## config.mk

```make
export PLATFORM = sky130hd
export DESIGN_NAME = shift_add_mult16
export DESIGN_NICKNAME = d
export VERILOG_FILES = /design/src/rtl/shift_add_mult16.sv
export SDC_FILE = /design/constraint.sdc
export NUM_CORES = 1
export LEC_CHECK = 0
export ABC_AREA = 1
export CAP_MARGIN = 40
export CORE_ASPECT_RATIO = 1.2
export CORE_MARGIN = 2
export CORE_UTILIZATION = 50
export CTS_BUF_LIST = sky130_fd_sc_hd__clkbuf_4
export CTS_CLUSTER_DIAMETER = 200
export DETAILED_ROUTE_END_ITERATION = 7
export GPL_TIMING_DRIVEN = 0
export PLACE_DENSITY_LB_ADDON = 0.05
export SETUP_SLACK_MARGIN = 0.5
export SYNTH_ARGS = -nofsm -noshare
export SYNTH_HDL_FRONTEND = slang
export SYNTH_SLANG_ARGS = --single-unit
```

## constraint.sdc

```tcl
create_clock -name clk -period 7.5 [get_ports clk]
set_input_delay 1.875 -clock clk [delete_from_list [all_inputs] [get_ports clk]]
set_output_delay 1.875 -clock clk [all_outputs]
set_load 0.01 [all_outputs]
```

## src/rtl/shift_add_mult16.sv

```systemverilog
// Sequential 16x16 unsigned shift-and-add multiplier around a single 16-bit
// carry-lookahead adder; one partial-product add per clock, valid/ready on both sides.

module cla16 (
  input  logic [15:0] a,
  input  logic [15:0] b,
  input  logic        cin,
  output logic [15:0] sum,
  output logic        cout
);
  logic [15:0] g, p, c;
  logic [3:0]  gg, pg;
  logic [4:0]  cg;
  logic        c_run;

  assign g = a & b;
  assign p = a ^ b;

  always_comb begin
    gg = '0;
    pg = '0;
    for (int k = 0; k < 4; k++) begin
      gg[k] = g[4*k+3] | (p[4*k+3] & g[4*k+2]) | (p[4*k+3] & p[4*k+2] & g[4*k+1])
            | (p[4*k+3] & p[4*k+2] & p[4*k+1] & g[4*k]);
      pg[k] = &p[4*k +: 4];
    end
  end

  // Group carries fully expanded so no carry ripples between nibbles.
  always_comb begin
    cg[0] = cin;
    cg[1] = gg[0] | (pg[0] & cin);
    cg[2] = gg[1] | (pg[1] & gg[0]) | (pg[1] & pg[0] & cin);
    cg[3] = gg[2] | (pg[2] & gg[1]) | (pg[2] & pg[1] & gg[0]) | (pg[2] & pg[1] & pg[0] & cin);
    cg[4] = gg[3] | (pg[3] & gg[2]) | (pg[3] & pg[2] & gg[1])
          | (pg[3] & pg[2] & pg[1] & gg[0]) | (pg[3] & pg[2] & pg[1] & pg[0] & cin);
  end

  always_comb begin
    c     = '0;
    c_run = 1'b0;
    for (int k = 0; k < 4; k++) begin
      c_run = cg[k];
      for (int j = 0; j < 4; j++) begin
        c[4*k+j] = c_run;
        c_run    = g[4*k+j] | (p[4*k+j] & c_run);
      end
    end
  end

  assign sum  = p ^ c;
  assign cout = cg[4];
endmodule

// state | meaning
// IDLE  | waiting for operands, in_ready=1
// BUSY  | 16 add/shift iterations in progress
// DONE  | product presented, out_valid=1 until out_ready
module shift_add_mult16 #(
  parameter int WIDTH = 16
) (
  input  logic               clk,
  input  logic               rst_n,
  input  logic               in_valid,
  output logic               in_ready,
  input  logic [WIDTH-1:0]   a,
  input  logic [WIDTH-1:0]   b,
  output logic               out_valid,
  input  logic               out_ready,
  output logic [2*WIDTH-1:0] product
);
  localparam int ITER = WIDTH;

  if (WIDTH != 16) begin : g_bad_width
    $error("shift_add_mult16: WIDTH must be 16 (datapath is bound to cla16)");
  end

  typedef enum logic [1:0] {IDLE, BUSY, DONE} state_t;

  state_t      state, state_nxt;
  logic [15:0] mcand, acc_hi, acc_lo, addend, sum;
  logic [4:0]  cnt;
  logic        cout, accept, last_iter;

  assign accept    = (state == IDLE) && in_valid;
  assign last_iter = (cnt == 5'(ITER - 1));
  assign addend    = acc_lo[0] ? mcand : 16'd0;

  cla16 u_cla (
    .a    (acc_hi),
    .b    (addend),
    .cin  (1'b0),
    .sum  (sum),
    .cout (cout)
  );

  always_ff @(posedge clk or negedge rst_n) begin
    if (!rst_n) state <= IDLE;
    else        state <= state_nxt;
  end

  always_comb begin
    state_nxt = state;
    case (state)
      IDLE:    if (in_valid)  state_nxt = BUSY;
      BUSY:    if (last_iter) state_nxt = DONE;
      DONE:    if (out_ready) state_nxt = IDLE;
      default:                state_nxt = IDLE;
    endcase
  end

  // The adder carry is kept as the new MSB so the 33-bit partial sum shifts right intact.
  always_ff @(posedge clk or negedge rst_n) begin
    if (!rst_n) begin
      mcand  <= '0;
      acc_hi <= '0;
      acc_lo <= '0;
      cnt    <= '0;
    end else if (accept) begin
      mcand  <= a;
      acc_hi <= '0;
      acc_lo <= b;
      cnt    <= '0;
    end else if (state == BUSY) begin
      {acc_hi, acc_lo} <= {cout, sum, acc_lo[15:1]};
      cnt              <= cnt + 5'd1;
    end
  end

  assign in_ready  = (state == IDLE);
  assign out_valid = (state == DONE);
  assign product   = {acc_hi, acc_lo};
endmodule

```

======== Word level (Yosys, flattened, before mapping) ========
Index checks and enable logic that the tools add are counted.
W data, S select, Z words.
storage, ports and cells
  register bits after elaboration ......... 55
  input bits .............................. 36
  output and inout bits ................... 34
cells by class
  $add $sub $neg .......................... 1
  equality and inequality tests ........... 6
  muxes and demuxes ....................... 11
  bitwise logic cells ..................... 72
  reduce and logical (&&, ||, !) cells .... 7
operators with widths
  kind                   number
  $mux W16               5
  $and A1 B1 Y1          40
  $xor A16 B16 Y16       2
  $or A1 B1 Y1           29
  $and A16 B16 Y16       1
  $reduce_and A4 Y1      3
  $mux W5                2
  $mux W2                3
  $pmux W2 S3            1
  $add A5 B1 Y5 const B  1
  $eq A5 B4 Y1 const B   1
  $ne A2 B2 Y1 const B   2
  $reduce_and A3 Y1      1
  $eq A2 B1 Y1 const B   1
  $eq A2 B2 Y1 const B   1
  $logic_not A2 Y1       1
  $ne A2 B1 Y1 const B   1
  $reduce_bool A2 Y1     1
  $logic_and A1 B1 Y1    1

======== Longest topological paths before layout ========
  depth in word-level cells ............... 18
  depth in mapped cells ................... 21

======== Modules after synthesis ========
Synthesis repeated with hierarchy kept, for this count alone.
second synthesis, totals
  cells, all modules ...................... 389
  area, all modules ....................... 3110.5 um^2
modules (own cells, without submodules)
  module            times used  cells an instance  area each (um^2)  seq. area each (um^2)
  shift_add_mult16  1           297                2377.3            1376.3
  cla16             1           92                 733.2             0.0

======== Worst setup path before layout ========
Ideal clock, no wire load.
  kind .................................... flip-flop to flip-flop
  start point ............................. register acc_lo[0]
  end point ............................... register acc_hi[13]
  library setup time ...................... 0.127 ns
  arrival time ............................ 2.932 ns
  path slack .............................. 4.441 ns
  stages on the path, launching flop included .. 19
  clock period less this slack ............ 3.059 ns
  cell sequence ........................... dfrtp_1 clkbuf_1 buf_2 nand2_1 inv_1 ha_1 nand3_1 nor2_1 nor2_1 nand2_1 inv_1 nor2_1 nor2_1 fa_1 fa_1 inv_1 fa_1 nand2_1 o21ai_0
between the ends
  cells in the longest elaborated chain, start to end .. 16
RTL lines
  item                                                         line    source
  start, declared                                              81      logic [15:0] mcand, acc_hi, acc_lo, addend, sum;
  start signal, assigned                                       125     {acc_hi, acc_lo} <= {cout, sum, acc_lo[15:1]};
  $mux W16 *                                                   87      assign addend = acc_lo[0] ? mcand : 16'd0;
  $xor A16 B16 Y16 / $and A16 B16 Y16 (equally long branches)  17, 16
  $and A1 B1 Y1 (on tied branches)                             23, 24
  $or A1 B1 Y1, or another cell as far along                   23      gg[k] = g[4*k+3] | (p[4*k+3] & g[4*k+2]) | (p[4*k+3] & p[4*k+2] & g[4*k+1])
  $or A1 B1 Y1 / $and A1 B1 Y1 (equally long branches)         23, 24
  $or A1 B1 Y1                                                 24      | (p[4*k+3] & p[4*k+2] & p[4*k+1] & g[4*k]);
  $and A1 B1 Y1                                                34      cg[3] = gg[2] | (pg[2] & gg[1]) | (pg[2] & pg[1] & gg[0]) | (pg[2] & pg[1] & pg[0] & cin);
  $or A1 B1 Y1 (2 in series)                                   34
  $and A1 B1 Y1                                                46      c_run = g[4*k+j] | (p[4*k+j] & c_run);
  $or A1 B1 Y1                                                 46
  $and A1 B1 Y1                                                46
  $or A1 B1 Y1                                                 46
  $xor A16 B16 Y16 *                                           51      assign sum = p ^ c;
  $mux W16 *                                                   124     end else if (state == BUSY) begin
  $mux W16 *                                                   119     end else if (accept) begin
  end signal, assigned                                         125
  end, declared                                                81
Mark *: on every way between the ends. The rest lies on a longest branch, timed or not. The select of a mux whose other input is x is not followed.
A chain may end at the register's enable or synchronous reset.

======== Worst setup path in the final report ========
  start point ............................. register state[0]
  end point ............................... output port in_ready
between the ends
  cells in the longest elaborated chain, start to end .. 1
RTL lines
  item                    line  source
  start, declared         80    state_t state, state_nxt;
  start signal, assigned  99    else state <= state_nxt;
  $logic_not A2 Y1        130   assign in_ready = (state == IDLE);
  end, declared           65    output logic in_ready,
Every way passes these cells.

==> impl_metrics.json <==
{
  "run_status": "completed",
  "dpl_worst_slack_ps": 4132,
  "number_of_clock_sinks": 55,
  "detailed_place_hpwl_um": 5031,
  "grt-ovfl-total": 0,
  "seqPwrFrac": 0.364,
  "groute.layer.met1.usage": 0.2737,
  "cts.repair_timing.setup_buffer_count": 0,
  "crit_buf_inv": 1,
  "worst_slew_margin_rel": 0.6799,
  "io_buffer_count": 69,
  "p_sw_mw": 0.6357,
  "cts_made_buffers": 5,
  "ctsLongestPathBuffers": 2,
  "cellLeakagePower_nw": 1.984,
  "finish.instance_area_um2": 3900,
  "final_core_util": 0.6529,
  "final_min_period_over_clock_period": 0.4572,
  "syn-num-nets": 423,
  "worst_hold_slack_ps": 499.9,
  "setup-violations-final": 0,
  "design.portCount": 70,
  "fp.dieW_um": 75.17,
  "initial_antenna_violation_count": 0,
  "global_route.usage.total": 0.2171,
  "synth.distinct_cells": 26,
  "ff2ff_path_depth": 20,
  "drt_iter0_drc": 89,
  "worstHoldPathType": "flop to flop",
  "sequential_fraction_of_the_synthesis_area": 0.4529,
  "hold_path_depth": 2,
  "cts_htree_levels": 2,
  "worst-path-max-fanout": 4,
  "worst-path-stages": 2,
  "postSynth.topFlopCell": "dfrtp_1",
  "drv_slew": 0,
  "maxCapViolCount": 0,
  "switching_share": 0.4217,
  "setup.worst_path.start": "state[0]$_DFFE_PN0P_",
  "gp_routability_congestion": 0.8507,
  "synth_area_per_inst_um2": 8.489,
  "cts-hold-fix-buffers": 0,
  "combPwrFrac": 0.550,
  "final.setup_skew_ps": 11.69,
  "worst_case_register_to_register_setup_slack_ps": 4110,
  "yosys_warnings": 0,
  "timing.critical_path.slowest_cell_delay_ps": 550,
  "grt_start_max_net_pins": 37,
  "worstPathRequired_ps": 5620,
  "arrival_ps": 1550,
  "gr-usage-met2": 0.3844,
  "p_per_area_nw_per_um2": 386.6,
  "criticalPathCategory": "flop to primary output",
  "cts_resized": 0,
  "grt_pass1_wl_um": 11100,
  "cell_internal_power_mw": 0.8719,
  "timing.critical_path.cells": "nor2_4 -> clkdlybuf4s50_1",
  "grt_setup_unrepaired": "no",
  "chipHeight_um": 89.41,
  "critical_path.endpoint": "in_ready",
  "finalWirelength_um": 6713,
  "drc": 0,
  "via_count_of_the_first_global_routing_pass": 2450,
  "cts.clk_slew.worst_paths_ps": 150,
  "start_util": 0.5088,
  "min_period_ps": 3429,
  "crit-reg2reg-launch": "acc_lo[0]$_DFFE_PN0P_",
  "async_flop_share": 1.000,
  "areaGrowthSynthToFinish_pct": 28.32,
  "drtAntennaViolNets": 0,
  "vdd_drop_max_uv": 195.3,
  "insertion_delay_ps": 380,
  "detail_route.first_pass.iterations": 4,
  "via_count": 2530,
  "end_kind": "primary output",
  "design.core.area_um2": 5973,
  "wire_per_inst_um": 12.96,
  "timing_hold_violations_final": 0,
  "synth.ff_latch_count": 55,
  "tritoncts": "done",
  "share_clk_of_total_power": 0.087,
  "fmax_mhz": 291.6,
  "rows": 31,
  "final_critical_path_setup_slack_ps": 4071,
  "timing.setup.tns_ps": 0,
  "clock-root-buffer": "clkbuf_4",
  "gr-usage-met3": 0.03946,
  "dieArea_um2": 6721,
  "vias_per_cell": 4.884,
  "synth_edf_count": 0,
  "post_dp_cell_area_um2": 3847,
  "antenna_cells_inserted": 0,
  "critical_path.slowest_cell": "clkdlybuf4s50_1",
  "crit-reg2reg-capture": "acc_hi[13]$_DFFE_PN0P_",
  "post_route_cells_drive_above_1_share": 0.06193,
  "synth_area_um2": 3039,
  "top_usage_layer": "met2",
  "max_slew.worst_pin.slew_ps": 480.1,
  "timing.critical_path.from_type": "flop",
  "nNetsFinal": 500,
  "cp_top_family": "buffers and inverters",
  "post_synth_inst_count": 358
}
## state kept, by name, indices dropped and copies added (netlist names)
register	count
acc_lo	16
mcand	16
acc_hi	16
state	2
cnt	5
## worst min-delay path: cells and delay by family, from the launching register on
family | cells | cell delay, ps
and+or+nand+nor | 2 | 110
DFF | 1 | 370
## synthesized netlist by cell type (6+ instances only)
master     n  share of area
fa_1      11          0.072
dfrtp_1   55           0.45
nand2_1  145           0.18
inv_1     43          0.053
nor2_1    13          0.016
o21ai_0    6         0.0099
o22ai_1    8          0.016
nand3_1   22          0.036
ha_1      18          0.074
## final cells by class
class | count | area, µm²
multi-input cells | 245 | 1398
well taps | 82 | 102.6
inverters | 46 | 177.7
flip-flops and latches | 55 | 1376
clock buffers | 6 | 45.04
fillers | 566 | 2073
plain buffers | 12 | 87.58
repair buffers | 70 | 705.7
clock inverters | 2 | 7.507
## metrics by stage
stage / power (mW) / std cells
6_report: 1.508 / 518
5_1_grt: 1.658 / 518
4_1_cts: 1.523 / 518
3_5_place_dp: 1.387 / 510
3_3_place_gp: 1.363 / 509
2_1_floorplan: 1.049 / 358
## power groups by stage
| stage | Combinational (mW) | Sequential (mW) | Clock (mW) |
|---|---|---|---|
| 6_report | 0.829 | 0.548 | 0.130 |
| 5_1_grt | 0.947 | 0.568 | 0.143 |
| 4_1_cts | 0.841 | 0.548 | 0.134 |
| 3_5_place_dp | 0.836 | 0.551 | 0 |
| 3_3_place_gp | 0.812 | 0.551 | 0 |
| 2_1_floorplan | 0.481 | 0.568 | 0 |
## placed cells by master, fill, tap and decap left out
cell type,count
dfrtp_1,55
a22o_1,1
clkbuf_4,6
buf_6,3
fa_1,11
buf_12,1
nor2_4,1
o21ai_0,6
nor3_1,1
o211ai_2,1
o21ai_1,2
inv_4,2
clkbuf_1,1
o211ai_1,1
nor2_1,13
nand2_1,145
inv_1,43
o22ai_1,8
o31ai_1,4
nand3_1,22
a21oi_1,4
clkinv_1,2
ha_1,18
nand2_2,1
clkdlybuf4s50_1,68
buf_2,5
buf_4,4
nand2_4,2
inv_2,1
xor2_1,4
## routing by layer
metal  vias up  share of wire
li1       1261              -
met3         7          0.038
met1      1215           0.43
met4         0          0.012
met2        47           0.52
met5         -              0
## worst min-delay path by stage
stage | start | to
after floorplan | mcand[15]$_DFFE_PN0P_ | mcand[15]$_DFFE_PN0P_
after global placement | mcand[11]$_DFFE_PN0P_ | mcand[11]$_DFFE_PN0P_
after detailed placement | mcand[4]$_DFFE_PN0P_ | mcand[4]$_DFFE_PN0P_
after CTS | mcand[13]$_DFFE_PN0P_ | mcand[13]$_DFFE_PN0P_
after global routing | mcand[11]$_DFFE_PN0P_ | mcand[11]$_DFFE_PN0P_
final | mcand[13]$_DFFE_PN0P_ | mcand[13]$_DFFE_PN0P_
## cell families (layout without fill, tap and decap cells)
kind of cell	after synthesis	in the layout	synth area share
xor gates and xnor gates	4	4	0.01153
adders and majority gates	29	29	0.1466
AOI/OAI and AO/OA	27	27	0.05558
DFF	55	55	0.4529
and+or+nand+nor	185	185	0.2462
buffers and inverters	58	136	0.08727
Note: power is estimated with default switching activity, not from simulation.
